--- config.mk ---
export PLATFORM = sky130hd
export DESIGN_NAME = ordenador_secuencial
export DESIGN_NICKNAME = d
export VERILOG_FILES = /design/src/rtl/ordenador_secuencial.sv
export SDC_FILE = /design/constraint.sdc
export NUM_CORES = 1
export LEC_CHECK = 0
export BUFFER_PORTS_ARGS = -buffer_cell sky130_fd_sc_hd__clkbuf_2
export CAP_MARGIN = 20
export CORE_MARGIN = 2
export CORE_UTILIZATION = 54
export DETAILED_ROUTE_END_ITERATION = 10
export PLACE_DENSITY = 0.79
export SLEW_MARGIN = 15
export SYNTH_ARGS = -nofsm -noshare
export SYNTH_HDL_FRONTEND = slang
export SYNTH_SLANG_ARGS = --single-unit
export TNS_END_PERCENT = 5
--- constraint.sdc ---
create_clock -name clk -period 2.8 [get_ports clk]
set_input_delay 0.14 -clock clk [delete_from_list [all_inputs] [get_ports clk]]
set_output_delay 0.14 -clock clk [all_outputs]
set_load 0.1 [all_outputs]
--- src/rtl/ordenador_secuencial.sv ---
// rtl/ordenador_secuencial.sv - sequential bubble sort of N_ELEM 4-bit values via an external A<B comparator
// Optional early exit on a swap-free pass: define ORDEN_SALIDA_TEMPRANA_EN.
module ordenador_secuencial #(
    parameter int N_ELEM = 4,
    parameter int W      = 4
) (
    input  logic                clk,
    input  logic                rst,
    input  logic                start,
    input  logic [N_ELEM*W-1:0] data_in,
    output logic [W-1:0]        cmp_a,
    output logic [W-1:0]        cmp_b,
    input  logic                cmp_menor,
    output logic                busy,
    output logic                done,
    output logic [N_ELEM*W-1:0] data_out
);

    localparam int IW = $clog2(N_ELEM);
    localparam logic [IW-1:0] LAST = IW'(N_ELEM - 2);

    generate
        if (W != 4) begin : g_w_check
            $error("ordenador_secuencial: W must be 4 to match the comparator");
        end
        if (N_ELEM < 2 || N_ELEM > 8) begin : g_n_check
            $error("ordenador_secuencial: N_ELEM must be within 2..8");
        end
    endgenerate

    typedef enum logic [1:0] {
        IDLE,
        COMPARA,
        FIN
    } state_t;

    state_t                state_q;
    logic [W-1:0]          elem_q [N_ELEM];
    logic [IW-1:0]         p_q;
    logic [IW-1:0]         j_q;
    logic [IW-1:0]         j_inc;
    logic                  busy_q;
    logic                  done_q;
    logic [N_ELEM*W-1:0]   data_out_q;
`ifdef ORDEN_SALIDA_TEMPRANA_EN
    logic                  swap_q;
`endif

    // The comparator sees the upper neighbour on A, so menor=1 means the pair is out of order.
    always_comb begin
        j_inc = j_q + 1'b1;
        cmp_a = '0;
        cmp_b = '0;
        if (state_q == COMPARA) begin
            cmp_a = elem_q[j_inc];
            cmp_b = elem_q[j_q];
        end
    end

    always_ff @(posedge clk or posedge rst) begin
        if (rst) begin
            state_q    <= IDLE;
            p_q        <= '0;
            j_q        <= '0;
            busy_q     <= 1'b0;
            done_q     <= 1'b0;
            data_out_q <= '0;
            for (int i = 0; i < N_ELEM; i++) begin
                elem_q[i] <= '0;
            end
`ifdef ORDEN_SALIDA_TEMPRANA_EN
            swap_q     <= 1'b0;
`endif
        end else begin
            done_q <= 1'b0;
            case (state_q)
                IDLE: begin
                    if (start) begin
                        for (int i = 0; i < N_ELEM; i++) begin
                            elem_q[i] <= data_in[i*W +: W];
                        end
                        p_q     <= '0;
                        j_q     <= '0;
                        busy_q  <= 1'b1;
                        state_q <= COMPARA;
`ifdef ORDEN_SALIDA_TEMPRANA_EN
                        swap_q  <= 1'b0;
`endif
                    end
                end
                COMPARA: begin
                    if (cmp_menor) begin
                        elem_q[j_q]   <= elem_q[j_inc];
                        elem_q[j_inc] <= elem_q[j_q];
                    end
                    if (j_q < LAST - p_q) begin
                        j_q <= j_inc;
`ifdef ORDEN_SALIDA_TEMPRANA_EN
                        swap_q <= swap_q | cmp_menor;
`endif
                    end else begin
                        j_q <= '0;
                        p_q <= p_q + 1'b1;
`ifdef ORDEN_SALIDA_TEMPRANA_EN
                        swap_q <= 1'b0;
                        // A pass with no swap proves the vector is already ordered.
                        if (p_q == LAST || !(swap_q | cmp_menor)) begin
                            state_q <= FIN;
                        end
`else
                        if (p_q == LAST) begin
                            state_q <= FIN;
                        end
`endif
                    end
                end
                FIN: begin
                    for (int i = 0; i < N_ELEM; i++) begin
                        data_out_q[i*W +: W] <= elem_q[i];
                    end
                    done_q  <= 1'b1;
                    busy_q  <= 1'b0;
                    state_q <= IDLE;
                end
                default: state_q <= IDLE;
            endcase
        end
    end

    assign busy     = busy_q;
    assign done     = done_q;
    assign data_out = data_out_q;

endmodule

======== Word level (Yosys, flattened, before mapping) ========
Index checks and enable logic that the tools add are counted.
word-level totals
  bits in registers ....................... 40
  input port bits ......................... 20
  output and inout bits ................... 26
  word-level logic and storage cells ...... 66
operators by class
  add/subtract/negate cells ............... 3
  $lt $le $gt $ge ......................... 5
  equality and inequality tests ........... 7
  mux-type cells .......................... 29
  bitwise operators ....................... 2
  reductions and logical operators ........ 10
operators with widths
  operator             count
  $bwmux 16            2
  $mux 16              2
  $mux 4               8
  $pmux 16 s2          1
  $bmux 4 s2           2
  $demux 4 s2          2
  $mux 2               6
  $pmux 2 s2           3
  $reduce_and 3->1     3
  $ge 3x3->1 const B   2
  $lt 3x1->1 const B   2
  $ne 2x2->1 const B   3
  $not 2->3            2
  $add 2x1->2 const B  2
  $eq 2x2->1 const B   2
  $reduce_and 2->1     2
  $reduce_bool 2->1    2
  $eq 2x1->1 const B   1
  $logic_and 1x1->1    2
  $logic_not 2->1      1
  $lt 2x2->1           1
  $mux 1               2
  $ne 2x1->1 const B   1
  $pmux 1 s2           1
  $sub 2x2->2 const A  1

======== Depth between registers and ports, before layout ========
Gate-level depths: netlist of the first run.
  depth after elaboration ................. 9
  mapped depth ............................ 8
  gate-level depth less buffers ........... 7

======== Least setup slack after synthesis of the first run ========
No wires, ideal clock.
  kind .................................... register to register
  start point ............................. register j_q[0]
  end point ............................... register elem_q[11] in the netlist's numbering
  library setup time ...................... 0.088 ns
  arrival ................................. 2.680 ns
  required time ........................... 2.712 ns
  slack ................................... 0.031 ns
  cell stages (with the launch flop) ...... 9
  path buffers ............................ 2
  clock period less this slack ............ 2.769 ns
  cells stage by stage .................... dfrtp_1 -> buf_4 -> inv_1 -> ha_1 -> mux4_2 -> and2_0 -> clkbuf_1 -> nand3b_1 -> a41oi_1
between the ends
  longest elaborated chain between the ends .. 9
  elaborated cells between the ends (all ways) .. 23
  those cells by class .................... add/sub (1); order compare (4); mux (14); bitwise (2); reduce/logical (2)
RTL lines
  element                                                                   RTL line    RTL
  start: declaration                                                        40          logic [IW-1:0] j_q;
  start signal: assignment                                                  97          j_q <= j_inc;
  $add 2x1->2 / $not 2->3 (equally long branches)                           51, 93, 94
  $not 2->3 (implied by the code), or another cell as far along             93, 94
  $ge 3x3->1 (implied by the code), or another cell as far along            94          elem_q[j_inc] <= elem_q[j_q];
  $logic_and 1x1->1 (implied by the code) / $mux 4 (equally long branches)  94, 93
  $mux 4 (implied by the code), or another cell as far along                94
  $demux 4 s2 / $bwmux 16 (equally long branches)                           94, 93
  $bwmux 16 *                                                               94
  $mux 16 *                                                                 92          if (cmp_menor) begin
  $pmux 16 s2 *                                                             76          case (state_q)
  end signal: indexed assignment                                            80          elem_q[i] <= data_in[i*W +: W];
  end signal: indexed assignment                                            93          elem_q[j_q] <= elem_q[j_inc];
  end signal: indexed assignment                                            94
  end: declaration                                                          38          logic [W-1:0] elem_q [N_ELEM];
Every way passes the cells marked *; elsewhere a longest branch is shown, timed or not. The select of a mux whose other input is x is not followed.
A chain may end at the register's enable or synchronous reset.

======== Worst setup path in the final report of the first run ========
  start point ............................. register j_q[1]
  end point ............................... output cmp_a[0]
between the ends
  longest elaborated chain between the ends .. 6
RTL lines
  element                                     RTL line  RTL
  $add 2x1->2                                 51        j_inc = j_q + 1'b1;
  $not 2->3 (implied by the code)             55        cmp_a = elem_q[j_inc];
  $bmux 4 s2                                  55
  $mux 4 (implied by the code) (2 in series)  55
  $mux 4                                      54        if (state_q == COMPARA) begin
  end: declaration                            11        output logic [W-1:0] cmp_a,
Every way passes these cells. The select of a mux whose other input is x is not followed.

==> results of run 1 <==
## what timing repair did
| item | in CTS | in global routing |
|---|---|---|
| endpoints found under the hold margin | 40 | 0 |
| setup buffers | 0 | 0 |
| hold buffers | 1 | 0 |
| resized for setup | 0 | 0 |
## final cells by class
class,instances,area share
clock buffer,6,0.0314
multi-input combinational,140,0.438
sequential,40,0.381
inverter,8,0.0114
timing repair buffer,53,0.110
tap,50,0.0238
clock inverter,2,0.00381
## state kept, by name (all words and copies together) (netlist names)
name,flops
p_q,2
busy,1
done,1
data_out,16
elem_q,16
state_q,2
j_q,2
## metrics by stage
stage	setup WS [ps]	cells	hold WS [ps]
floorplan	31.3	200	324
global placement	724	290	269
detailed placement	670	290	267
CTS	346	299	122
global route	259	299	121
finish	357	299	119
## layer usage
metal  track usage  up-vias  part of all wire
li1              -      845                 -
met1         0.357      903              0.44
met2         0.386       77              0.47
met3        0.0649       12             0.071
met4         0.105        0             0.022
met5             0        -                 0
## cells by family after synthesis
group	Yosys count
multiplexers	26
AND/OR/NAND/NOR	61
adder cells (fa/ha/maj)	9
flip-flops	40
AO/OA/AOI/OAI	44
buffers and inverters	20
## worst max-delay path by stage
| stage | start | end | slack, ps | cells after the start |
|---|---|---|---|---|
| floorplan | j_q[0] | elem_q[11] | 30 | 8 |
| finish | j_q[1] | cmp_a[0] | 360 | 5 |
| detailed placement | j_q[1] | cmp_a[0] | 670 | 5 |
| CTS | j_q[1] | cmp_a[0] | 350 | 5 |
| global route | j_q[1] | cmp_a[0] | 260 | 5 |
| global placement | j_q[1] | cmp_a[0] | 720 | 5 |
## cells in the final DEF (no fill, tap or decap), types with 4 or more instances in the layout
cell	instances
clkbuf_2	44
dfrtp_1	40
a21oi_1	18
nor2_1	18
mux2_2	16
and3_1	13
a221oi_1	11
ha_1	9
inv_1	8
buf_4	8
mux4_2	7
clkbuf_8	6
nand2_1	5
nand2b_1	4
o211ai_1	4
nand3b_1	4
nand3_1	4
a41oi_1	4
and2_1	4
## worst min-delay path, stage by stage
cell and delay (ps):
clkbuf_2 80, nand2_1 50, a41oi_1 110
==> impl_metrics.py, run 1 <==
metrics = {
    "grt": {
        "grt_max_degree": 41,
        "overflow": 0,
        "grt_first_pass_wirelength_um": 8610,
        "grt_antenna_before_repair": 0,
        "track_usage": 0.257,
        "grt_pass1_vias": 1707,
    },
    "cts": {
        "path_clk_slew_ps": 80,
        "clock-root-buffer": "clkbuf_8",
        "cts_sinks": 40,
        "worstSkewPairLatency_ps": 300,
        "cts_buffers": 5,
        "htreeDepth": 2,
        "tritoncts": "done",
        "clockBufferDepth": 2,
    },
    "timing": {
        "rsz0062_at_grt": "false",
        "timing.final.crit_period_ps": 2440,
        "fin_skew_ps": 9.33,
        "hold_viol": 0,
        "slew_viol_final": 0,
        "slew_headroom": 0.568,
        "tightest_slew_ps": 649,
        "post-route-period-util": 0.873,
        "timing.fmax_ghz": 0.409,
        "setup_viol": 0,
        "setup_tns_ps": 0,
    },
    "detailed_routing": {
        "drc": 0,
        "drtIter0Drc": 111,
        "wl_per_cell_um": 17.8,
        "first_pass_iters": 4,
        "num_vias": 1837,
        "via_per_inst": 6.14,
        "routed_wl_um": 5330,
        "ant_nets": 0,
    },
    "final_layout": {
        "drive_gt1_frac": 0.353,
        "postLayoutCellArea_um2": 2630,
        "fillCellCount": 339,
        "seqCellArea_um2": 1000,
        "multi_input_area_um2": 1150,
        "nets": 277,
        "diodes": 0,
        "fin_util": 0.657,
        "area_delta_synth_final_pct": 17.0,
    },
    "synth": {
        "synth.most_common_cell": "dfrtp_1",
        "synth-seq-cells": 40,
        "synth_area_leaders": "dfrtp_1 (45%), mux2_2 (8.0%), mux4_2 (7.0%), ha_1 (5.0%), a221oi_1 (4.3%)",
        "syn_area_um2": 2250,
        "synth_common_cells": "dfrtp_1 (40), a21oi_1 (18), nor2_1 (18)",
        "yosysSeqAreaShare": 0.445,
        "synth_edf_count": 0,
        "synth_largest_area_cell": "dfrtp_1",
        "synth.avg_cell_area_um2": 11.2,
        "synth_flop_cell": "dfrtp_1",
        "synth.area.mux_share": 0.172,
        "synth_top_family_by_area": "multiplexers",
        "synth_cell_type_count": 33,
        "synthAdderAreaFrac": 0.0501,
        "syn_inst": 200,
        "synth_top_area_frac": 0.445,
        "synth_nets": 229,
        "yosys_warnings": 0,
        "async_reset_ff_frac": 1.00,
        "synth-compound-area-share": 0.140,
        "synthSimpleGateAreaFrac": 0.150,
        "synth-xor-area-share": 0,
    },
    "worst_setup_path": {
        "end_kind": "output pin",
        "r2r-end": "elem_q[8]",
        "cp.buffers_inverters": 2,
        "ff2ff_path_depth": 5,
        "cp-start-kind": "flip-flop",
        "r2r_slack_ps": 750,
        "crit_fanout": 5,
        "cp.required_ps": 2660,
        "crit_path_top_delay_cell": "mux4_2",
        "worstPathCellList": "inv_1, ha_1, mux4_2, and2_1, clkbuf_2",
        "crit_path_max_incr_delay_ps": 600,
        "cp_top_family": "multiplexers",
        "critPathArrivalTime_ps": 2300,
        "critPathKind": "reg -> out",
        "r2r_start": "j_q[1]",
    },
    "floorplan": {
        "chipWidth_um": 68.5,
        "boundaryPins": 46,
        "die_area_um2": 4690,
        "rows": 23,
        "start_util": 0.562,
        "coreArea_um2": 4000,
        "dieHeight_um": 68.5,
    },
    "worst_hold_path": {
        "holdPathEnd": "elem_q[7]",
        "holdCritStartpoint": "data_in[11]",
        "whs_path_depth": 3,
        "holdCritPathClass": "in -> reg",
    },
    "place": {
        "io_buffers": 45,
        "dpl-instance-area_um2": 2530,
        "place_congestion": 0.790,
        "dpl.hpwl_um": 3810,
    },
    "run": {
        "maxCapViolations": 0,
    },
    "run_status": {
        "status": "finished, final reports clean",
    },
}
Power of run 1 is left out: the tool's default activity adds up to more than one toggle a clock period on the data nets, which glitch-free logic cannot reach.
==> run 2, diff against run 1 <==
--- a/config.mk
+++ b/config.mk
@@ -7,10 +7,12 @@
 export LEC_CHECK = 0
 export BUFFER_PORTS_ARGS = -buffer_cell sky130_fd_sc_hd__clkbuf_2
 export CAP_MARGIN = 20
+export CELL_PAD_IN_SITES_DETAIL_PLACEMENT = 0
+export CELL_PAD_IN_SITES_GLOBAL_PLACEMENT = 2
 export CORE_MARGIN = 2
-export CORE_UTILIZATION = 54
+export CORE_UTILIZATION = 35
 export DETAILED_ROUTE_END_ITERATION = 10
-export PLACE_DENSITY = 0.79
+export PLACE_DENSITY_LB_ADDON = 0.1
 export SLEW_MARGIN = 15
 export SYNTH_ARGS = -nofsm -noshare
 export SYNTH_HDL_FRONTEND = slang
==> run 2 against run 1 <==
Net effect: non-clock buffer count is 2 higher; first-iteration DRC count decreased by 46%; die area is 51% higher; count of clock-buffer cells in the layout is 2 higher; register-to-register slack barely moved; worst setup slack got worse by 14 ps; core utilization fell by 23 points; clock skew down 3.9 ps; critical endpoint unchanged; largest cell class unchanged; sequential cell count stayed put; routed wire length grew 9.9%; design area is 1.8% higher.
==> impl_metrics.py, run 2 (synthesized netlist as in run 1, its figures left out) <==
metrics = {
    "run_status": {
        "status": "finished, final reports clean",
    },
    "place": {
        "dpl.hpwl_um": 4320,
        "io_buffers": 45,
        "dpl-instance-area_um2": 2570,
        "place_congestion": 0.764,
    },
    "cts": {
        "cts_sinks": 40,
        "clockBufferDepth": 2,
        "tritoncts": "done",
        "path_clk_slew_ps": 70,
        "cts-resized-gates": 0,
        "worstSkewPairLatency_ps": 290,
        "clock-root-buffer": "clkbuf_8",
        "htreeDepth": 2,
        "cts_hold_buf": 1,
        "post-cts-setup-buffers": 0,
        "cts_buffers": 5,
    },
    "detailed_routing": {
        "wl_per_cell_um": 17.8,
        "drtIter0Drc": 60,
        "via_per_inst": 5.33,
        "drc": 0,
        "first_pass_iters": 4,
        "ant_nets": 0,
        "num_vias": 1749,
        "routed_wl_um": 5850,
    },
    "timing": {
        "hold_viol": 0,
        "timing.final.crit_period_ps": 2460,
        "slew_headroom": 0.489,
        "tightest_slew_ps": 766,
        "timing.fmax_ghz": 0.407,
        "post-route-period-util": 0.878,
        "whs_ps": 116,
        "setup_tns_ps": 0,
        "slew_viol_final": 0,
        "fin_skew_ps": 5.42,
        "rsz0062_at_grt": "false",
        "setup_viol": 0,
    },
    "final_layout": {
        "postLayoutCellArea_um2": 2680,
        "layout_commonest_cell": "clkbuf_2",
        "area_delta_synth_final_pct": 19.0,
        "final_cell_mix": "clkbuf_2 (44), dfrtp_1 (40), a21oi_1 (18), nor2_1 (18), mux2_2 (16)",
        "diodes": 0,
        "nets": 279,
        "drive_gt1_frac": 0.351,
    },
    "run": {
        "maxCapViolations": 0,
    },
    "floorplan": {
        "coreArea_um2": 6280,
        "rows": 29,
        "chipWidth_um": 84.1,
        "start_util": 0.358,
        "boundaryPins": 46,
        "die_area_um2": 7080,
        "dieHeight_um": 84.1,
    },
    "grt": {
        "grt_first_pass_wirelength_um": 9450,
        "track_usage": 0.172,
        "overflow": 0,
        "grt_antenna_before_repair": 0,
        "grt_pass1_vias": 1773,
        "grt_max_degree": 41,
    },
    "worst_setup_path": {
        "cp.required_ps": 2660,
        "crit_fanout": 5,
        "critPathKind": "reg -> out",
        "end_kind": "output pin",
        "cp-start-kind": "flip-flop",
        "critPathArrivalTime_ps": 2320,
    },
    "worst_hold_path": {
        "holdCritPathClass": "in -> reg",
    },
}
run 2: changes by cell type in the layout (fill, tap and decap cells not counted), sizes merged:
cell,previous run,this run
clkbuf,50,52
buf,8,10
clkinv,2,0
run 2: cell type report:
class                           instances  area, µm²
Timing Repair Buffer                   55        305
Multi-Input combinational cell        140       1150
Inverter                                8       30.0
Fill cell                             625       3600
Clock buffer                            8       90.1
Tap cell                               77       96.3
Sequential cell                        40       1000
run 2: worst paths after layout:
kind / cells after the start / slack [ps] / from / to
worst max register to register: 4 / 750 / state_q[0] / elem_q[12]
max in group asynchronous: 4 / 1930 / rst / data_out[3]
min in group asynchronous: 4 / 500 / rst / data_out[12]
worst min-delay path: 3 / 120 / data_in[15] / elem_q[3]
worst max-delay path: 5 / 340 / j_q[1] / cmp_a[0]
worst min register to register: 1 / 510 / data_out[2] / data_out[2]
run 2: per-layer routing:
layer | routed length, µm | track usage | up-vias
li1 | - | - | 846
met1 | 2740 | 0.229 | 862
met2 | 2830 | 0.288 | 35
met3 | 211 | 0.0356 | 6
met4 | 64 | 0.0440 | 0
met5 | 0 | 0 | -
run 2: metrics by stage:
step,std cells,worst slack [ps],utilization
after floorplan,200,31.3,-
after global placement,319,698,0.410
after detailed placement,319,649,0.410
after CTS,328,314,0.426
after global routing,328,232,0.426
final,328,342,0.426
run 2: critical path, cell delays in order, from the launching register on:
cell	delay, ps
dfrtp_1	350
inv_1	90
ha_1	440
mux4_2	610
and2_1	180
clkbuf_2	360
Power of run 2 is left out for the same reason.
==> run 3, diff against run 2 <==
--- a/config.mk
+++ b/config.mk
@@ -9,7 +9,7 @@
 export CAP_MARGIN = 20
 export CELL_PAD_IN_SITES_DETAIL_PLACEMENT = 0
 export CELL_PAD_IN_SITES_GLOBAL_PLACEMENT = 2
-export CORE_MARGIN = 2
+export CORE_MARGIN = 4
 export CORE_UTILIZATION = 35
 export DETAILED_ROUTE_END_ITERATION = 10
 export PLACE_DENSITY_LB_ADDON = 0.1
==> run 3 against run 2 <==
Net effect: clock skew increased by 1.9 ps; core utilization increased by 1.8 points; hold slack got worse by 6.8 ps; via count increased by 4.5%.
==> impl_metrics.py, run 3 (synthesized netlist as in run 1, its figures left out) <==
metrics = {
    "final_layout": {
        "final_cell_mix": "clkbuf_2 (44), dfrtp_1 (40), a21oi_1 (18), nor2_1 (18), mux2_2 (16)",
        "diodes": 0,
        "drive_gt1_frac": 0.353,
        "area_delta_synth_final_pct": 19.9,
        "fillCellCount": 596,
        "nets": 277,
        "seqCellArea_um2": 1000,
        "multi_input_area_um2": 1150,
        "layout_commonest_cell": "clkbuf_2",
    },
    "run_status": {
        "status": "finished, final reports clean",
    },
    "cts": {
        "cts_buffers": 5,
        "worstSkewPairLatency_ps": 290,
        "clock-root-buffer": "clkbuf_8",
        "tritoncts": "done",
        "cts_sinks": 40,
        "htreeDepth": 2,
        "post-cts-setup-buffers": 0,
        "path_clk_slew_ps": 80,
        "clockBufferDepth": 2,
    },
    "timing": {
        "hold_viol": 0,
        "post-route-period-util": 0.885,
        "setup_tns_ps": 0,
        "fin_skew_ps": 7.31,
        "rsz0062_at_grt": "false",
        "timing.fmax_ghz": 0.404,
        "slew_viol_final": 0,
        "setup_viol": 0,
        "tightest_slew_ps": 697,
        "slew_headroom": 0.535,
        "timing.final.crit_period_ps": 2480,
    },
    "grt": {
        "grt_antenna_before_repair": 0,
        "overflow": 0,
        "grt_pass1_vias": 1912,
        "grt_max_degree": 41,
        "track_usage": 0.165,
        "grt_first_pass_wirelength_um": 9700,
    },
    "detailed_routing": {
        "drc": 0,
        "via_per_inst": 5.64,
        "wl_per_cell_um": 18.7,
        "drtIter0Drc": 66,
        "routed_wl_um": 6070,
        "num_vias": 1827,
        "first_pass_iters": 4,
        "ant_nets": 0,
    },
    "floorplan": {
        "coreArea_um2": 6060,
        "start_util": 0.371,
        "chipWidth_um": 88.1,
        "die_area_um2": 7770,
        "rows": 28,
        "boundaryPins": 46,
        "dieHeight_um": 88.1,
    },
    "worst_hold_path": {
        "holdCritPathClass": "in -> reg",
    },
    "place": {
        "place_congestion": 0.819,
        "io_buffers": 45,
        "dpl.hpwl_um": 4530,
    },
    "worst_setup_path": {
        "critPathArrivalTime_ps": 2340,
        "cp.required_ps": 2660,
        "end_kind": "output pin",
        "r2r_slack_ps": 750,
        "crit_fanout": 5,
        "cp-start-kind": "flip-flop",
        "critPathKind": "reg -> out",
    },
    "run": {
        "maxCapViolations": 0,
    },
}
run 3: changes by cell type in the layout (fill, tap and decap cells not counted):
cell and delta:
clkbuf_8 +1, bufinv_16 +1, clkbuf_1 -2, buf_4 -2
run 3: cell type report:
type,count,share of cell area
clock buffers,7,0.0358
clock inverters,1,0.0111
inverters,8,0.0111
multi-input cells,140,0.428
flip-flops and latches,40,0.372
well taps,75,0.0348
repair buffers,53,0.108
run 3: path summary, 6_finish.rpt:
kind	cells after the start	start	to
max	5	j_q[1]	cmp_a[0]
min	3	data_in[11]	elem_q[7]
max reg2reg	5	j_q[1]	elem_q[8]
min reg2reg	1	data_out[5]	data_out[5]
max in group asynchronous	4	rst	elem_q[3]
min in group asynchronous	4	rst	done
run 3: metal layers:
metal,vias up,part of all wire,global-route usage
met5,-,0,0
met4,0,0.022,0.0673
met3,9,0.061,0.0433
met2,55,0.49,0.272
met1,922,0.43,0.205
li1,841,-,-
run 3: critical path, cell delays in order (launching register included):
cell and delay, ps:
dfrtp_1 350, inv_1 80, ha_1 450, mux4_2 600, and2_1 190, clkbuf_2 360
run 3: through the flow:
step	hold WS [ps]	std cells	util	setup WS, ps	area (µm²)
floorplan	324	200	-	31.3	2250
global placement	269	315	0.422	713	2560
detailed placement	281	315	0.422	637	2560
CTS	103	324	0.444	307	2690
global route	109	324	0.444	246	2690
finish	109	324	0.444	323	2690
run 3: repair_timing:
| item | CTS | global route |
|---|---|---|
| hold buffers | 1 | 0 |
| endpoints found under the hold margin | 40 | 0 |
| gates resized for setup | 0 | 0 |
Power of run 3 is left out for the same reason.
